--- src/rtl/gcd_share_arb.sv ---
// Round-robin arbiter sharing one gcd unit among num_req_p requesters.
// One operation in flight; results return on a tagged valid/yumi port.
module gcd_share_arb #(
   parameter int num_req_p = 4,
   parameter int width_p   = 32,
   localparam int id_w_lp  = $clog2(num_req_p)
) (
   input  logic                           clk_i,
   input  logic                           reset_n_i,
   input  logic [num_req_p-1:0]           req_v_i,
   input  logic [num_req_p*width_p-1:0]   req_a_i,
   input  logic [num_req_p*width_p-1:0]   req_b_i,
   output logic [num_req_p-1:0]           req_ready_o,
   output logic                           gcd_v_o,
   output logic [width_p-1:0]             gcd_a_o,
   output logic [width_p-1:0]             gcd_b_o,
   input  logic                           gcd_ready_i,
   input  logic                           gcd_v_i,
   input  logic [width_p-1:0]             gcd_y_i,
   output logic                           gcd_yumi_o,
   output logic                           res_v_o,
   output logic [id_w_lp-1:0]             res_id_o,
   output logic [width_p-1:0]             res_data_o,
   input  logic                           res_yumi_i,
   output logic [15:0]                    ops_done_o
);

   localparam logic [1:0] state_idle   = 2'd0;
   localparam logic [1:0] state_issue  = 2'd1;
   localparam logic [1:0] state_wait   = 2'd2;
   localparam logic [1:0] state_return = 2'd3;

   logic [1:0]          state_r;
   logic [id_w_lp-1:0]  last_grant_r;
   logic [id_w_lp-1:0]  owner_r;
   logic [width_p-1:0]  a_r;
   logic [width_p-1:0]  b_r;
   logic [width_p-1:0]  res_r;
   logic [15:0]         ops_done_r;

   logic                grant_found;
   logic [id_w_lp-1:0]  grant_id;
   int unsigned         cand;

   // Rotating search starting just past the last grant; first valid wins.
   always_comb begin
      grant_found = 1'b0;
      grant_id    = '0;
      cand        = 0;
      for (int unsigned i = 0; i < num_req_p; i++) begin
         cand = 32'(last_grant_r) + 32'd1 + i;
         if (cand >= 32'(num_req_p))
            cand = cand - 32'(num_req_p);
         if (!grant_found && req_v_i[cand[id_w_lp-1:0]]) begin
            grant_found = 1'b1;
            grant_id    = cand[id_w_lp-1:0];
         end
      end
   end

   always_comb begin
      req_ready_o = '0;
      if (state_r == state_idle && grant_found)
         req_ready_o[grant_id] = 1'b1;
   end

   always_ff @(posedge clk_i) begin
      if (!reset_n_i) begin
         state_r      <= state_idle;
         last_grant_r <= id_w_lp'(num_req_p - 1);
         owner_r      <= '0;
         a_r          <= '0;
         b_r          <= '0;
         res_r        <= '0;
         ops_done_r   <= '0;
      end else begin
         case (state_r)
            state_idle: begin
               if (grant_found) begin
                  a_r          <= req_a_i[grant_id*width_p +: width_p];
                  b_r          <= req_b_i[grant_id*width_p +: width_p];
                  owner_r      <= grant_id;
                  last_grant_r <= grant_id;
                  state_r      <= state_issue;
               end
            end
            state_issue: begin
               if (gcd_ready_i)
                  state_r <= state_wait;
            end
            state_wait: begin
               if (gcd_v_i) begin
                  res_r   <= gcd_y_i;
                  state_r <= state_return;
               end
            end
            default: begin
               if (res_yumi_i) begin
                  ops_done_r <= ops_done_r + 16'd1;
                  state_r    <= state_idle;
               end
            end
         endcase
      end
   end

   assign gcd_v_o    = (state_r == state_issue);
   assign gcd_a_o    = a_r;
   assign gcd_b_o    = b_r;
   assign gcd_yumi_o = (state_r == state_wait) && gcd_v_i;
   assign res_v_o    = (state_r == state_return);
   assign res_id_o   = owner_r;
   assign res_data_o = res_r;
   assign ops_done_o = ops_done_r;

endmodule

--- config.mk ---
export PLATFORM = sky130hd
export DESIGN_NAME = gcd_share_arb
export DESIGN_NICKNAME = d
export VERILOG_FILES = /design/src/rtl/gcd_share_arb.sv
export SDC_FILE = /design/constraint.sdc
export NUM_CORES = 1
export LEC_CHECK = 0
export CORE_AREA = 2 2 163 165
export CTS_BUF_LIST = sky130_fd_sc_hd__clkbuf_16
export DETAILED_ROUTE_END_ITERATION = 8
export DIE_AREA = 0 0 165 167
export PLACE_DENSITY = 0.64
export SLEW_MARGIN = 20
export SYNTH_ARGS = -nofsm -noshare
export SYNTH_HDL_FRONTEND = slang
export SYNTH_SLANG_ARGS = --single-unit
--- constraint.sdc ---
create_clock -name clk_i -period 1.7 [get_ports clk_i]
set_clock_uncertainty 0.1 [all_clocks]
set_input_delay 0.17 -clock clk_i [delete_from_list [all_inputs] [get_ports clk_i]]
set_output_delay 0.17 -clock clk_i [all_outputs]
set_load 0.005 [all_outputs]
==> flow_results.org <==
** Run status
- Run status :: finished with violations
- Violations in the final reports :: negative setup slack

** Floorplan
- Core outline area :: 0.0258 sq mm
- The floorplan has 59 rows.
- Top-level I/O count :: 418
- From bottom edge to top edge, the die measures 167 microns.
- Measured along the x axis, the die boundary spans 165 microns.
- Starting density of the core :: 23.5%
- The die covers 0.0276 sq mm.

** Detailed routing
- After detailed routing, the number of vias per cell comes to 4.70.
- DRC violation count after routing :: 0
- For this block, the via count after detailed routing is 6,983.
- Total wire length after detailed routing :: 29,600 microns
- Final ANT Viol Nets :: 0
- In this run, the number of DRC markers left after iteration 0 of detailed routing was 280.
- For this run, the detailed router's first-pass iteration total came to 4.
- Dividing the detail-routed wire length by the instance count gives 19.9 microns.

** Synthesis
- Post-synthesis instance total :: 631
- Most used flip-flop cell after synthesis :: dfxtp_1
- For this run, the number of Yosys warnings is 0.
- Fraction of synthesis flops using an asynchronous set or reset pin :: 0%
- Synthesis inferred 118 register bits.
- The largest total area in the synthesized netlist belongs to dfxtp_1.
- By count the netlist is led by nand2_1 (137), mux2i_1 (129), dfxtp_1 (118), o221ai_1 (62), a21boi_0 (34).
- Yosys mapped the design onto 43 distinct sky130hd cell types.
- The synthesized design contains 0 enable-type register cells.
- Synth Net Count :: 934
- Most instantiated library cell after synthesis :: nand2_1
- Biggest area contributors in the synthesized netlist :: dfxtp_1 (39%), mux2i_1 (21%), o221ai_1 (9.0%)
- The share of the Yosys chip area taken by registers is 38.9%.
- Area of the mapped netlist :: 0.00607 sq mm
- A synthesized cell averages 9.61 sq um.
- Summed over its instances, the top area cell type makes up 38.9% of the synthesized netlist area.

** Clock tree
- The clock reaches the later pin of the worst-skew pair after 0.42 ns.
- The clock net in this run drives a total of 118 sinks.
- No sink is reached through more buffers than the 2 on the longest clock path.
- H-Tree Depth :: 4
- TritonCTS built the clock tree.
- Number of hold buffers added after CTS :: 0
- Clock buffers created by TritonCTS :: 17
- Master cell of the clock root buffer :: clkbuf_16
- After clock tree synthesis, the clock-pin slew on the worst setup and hold paths is 0.07 ns.

** Global route
- After global routing the overflow that remains totals 0.
- The first global-routing pass estimated 41,100 microns of wire.
- Maximum number of pins on one net before global-route repair :: 47
- Antenna violations before repair :: 2
- Total GRT Usage :: 19.6%
- Number of global-route vias before repair :: 7,160

** Worst setup path
- Critical Path Start Type :: flop
- The most critical setup path has its startpoint at last_grant_r[1]$_SDFFE_PN1P_.
- Broken down by cell family, the worst path's largest delay share belongs to simple AND/OR/NAND/NOR gates.
- In this run the worst path has a maximum fanout of 4.
- By startpoint and endpoint, the worst setup path is classified as flop to primary output.
- For the worst setup path, the data arrival time is 1.76 ns.
- For this run, the slowest stage of the critical path takes 0.36 ns.
- Counting both buffers and inverters, the worst setup path holds a total of 3.
- Critical R2R Launch :: last_grant_r[0]$_SDFFE_PN1P_
- The largest individual stage delay along the critical path comes from the cell dfxtp_4.
- Data on the critical path is required at its endpoint by 1.43 ns.
- Ordered list of cells on the worst path :: buf_4 -> nor3b_4 -> a211oi_4 -> buf_6 -> nor2_4 -> and2_1 -> buf_2
- Kind of capture point of the worst setup path :: primary output

** Timing
- Max Freq :: 492 MHz
- RSZ-0062 raised after global routing :: true
- In this run the tightest slew margin relative to its limit is 72.1%.
- Dividing the final minimum period by the clock period gives 119%.
- The final count of hold timing violations came to 0.
- Pin slew with the least headroom to its limit :: 0.419 ns
- The tightest hold path in the finished design has a slack of 0.193 ns.
- Counting I/O delays and the setup requirement, the final critical path takes 2.03 ns.
- Worst Setup Slack, final :: -0.331 ns
- Setup violations remaining at the end of the flow were counted as 83.
- Final max-slew violation count :: 0

** Pwr
- Worst voltage drop across the vdd grid :: 0.000597 V
- After layout, the design draws a total of 16,600 uW.
- Leakage Power :: 0.00521 uW
- P per Cell Area :: 1280 mW/mm^2

** Placed design
- The congestion estimate from routability-driven global placement came to 0.853.
- Input and output buffers added on the ports amount to 417.
- After detailed placement, the design holds a cell count of 1,406.
- In this run the cell area measured after placement is 0.0109 sq mm.
- Detailed placement ended at an HPWL of 19,600 microns.

** Hold path
- Worst Hold Class :: primary input to flop
- Worst hold path startpoint :: gcd_y_i[6]

** Finish
- For this run, the number of standard cells in the final layout without fillers is 1,487.
- Post-layout instance area :: 0.0129 sq mm
- Counting the fill cells in the layout gives 2,302.
- Flip-flop and latch area :: 0.00238 sq mm
- Layout overhead on the synthesized area :: 113%
- The final layout contains 1,439 nets.
- The post-route netlist has 20.6% of its cells at a drive strength greater than 1.
- Area taken by multi-input logic gates :: 0.00376 sq mm

** Job
- Max-cap violations in this run came to 0.
logic make-up after synthesis:
kind of cell | after synthesis | synth area share [%]
compound gates | 114 | 15.6
xor+xnor | 12 | 1.73
fa+ha+maj | 6 | 1.24
buf+inv | 55 | 6.81
flops | 118 | 38.9
mux | 129 | 21.3
simple gates | 197 | 14.4
tightest hold or removal path, stage by stage:
cell and delay [ns]:
clkdlybuf4s50_1 0.39, nand2_1 0.05, a21boi_0 0.06
power by group:
group	switching (uW)	internal (uW)
Clock	1600	2240
Combinational	3420	5260
Sequential	451	3580
layout make-up:
| class | count | area share [%] |
|---|---|---|
| timing repair buffer | 532 | 44.3 |
| multi-input combinational | 458 | 29.0 |
| sequential | 118 | 18.4 |
| clock buffer | 17 | 3.29 |
| tap | 335 | 3.24 |
| clock inverter | 15 | 1.44 |
| inverter | 9 | 0.280 |
| antenna | 3 | 0.0580 |
final timing paths:
check	cells after the start	to	slack, ns
hold reg to reg	2	res_data_o[6]$_SDFFE_PN0P_	0.36
setup reg to reg	9	gcd_a_o[27]$_SDFFE_PN0P_	-0.31
setup / recovery	7	req_ready_o[0]	-0.33
hold / removal	3	res_data_o[6]$_SDFFE_PN0P_	0.19
what timing repair did:
item	CTS	global route
pin swaps	22	50
endpoints found under the setup margin	114	110
gates cloned	12	10
gates resized for setup	122	98
buffers inserted	25	15
sequential cells by signal, summed over array words and instances (netlist names):
| signal | count |
|---|---|
| gcd_a_o | 32 |
| gcd_b_o | 32 |
| res_data_o | 32 |
| ops_done_o | 16 |
| last_grant_r | 2 |
| res_id_o | 2 |
| state_r | 2 |
per-layer routing:
layer,up-vias,wire length (microns),global-route usage (%)
met5,-,0,0
met4,0,498,6.84
met3,27,2590,6.65
met2,306,14900,34.7
met1,3338,11700,21.6
li1,3312,-,-
placed cells by master, fill, tap and decap left out, types with 10 or more instances in the layout:
| master | n |
|---|---|
| mux2i_2 | 22 |
| buf_12 | 18 |
| buf_8 | 10 |
| buf_4 | 49 |
| buf_6 | 24 |
| clkdlybuf4s50_1 | 404 |
| clkbuf_16 | 26 |
| dfxtp_1 | 109 |
| mux2i_1 | 97 |
| a21boi_0 | 31 |
| mux2i_4 | 10 |
| o221ai_1 | 55 |
| nand2_1 | 134 |
| and2_1 | 14 |
metrics by stage:
step | utilization [%] | setup WS [ns] | TNS (ns)
global route | 50.2 | -0.434 | -25.80
CTS | 48.3 | -0.346 | -19.27
detailed placement | 42.4 | -0.727 | -48.80
floorplan | - | 0.00262 | 0
global placement | 42.4 | -0.735 | -47.22
finish | 50.3 | -0.331 | -16.79
Note: power is estimated with default switching activity, not from simulation.
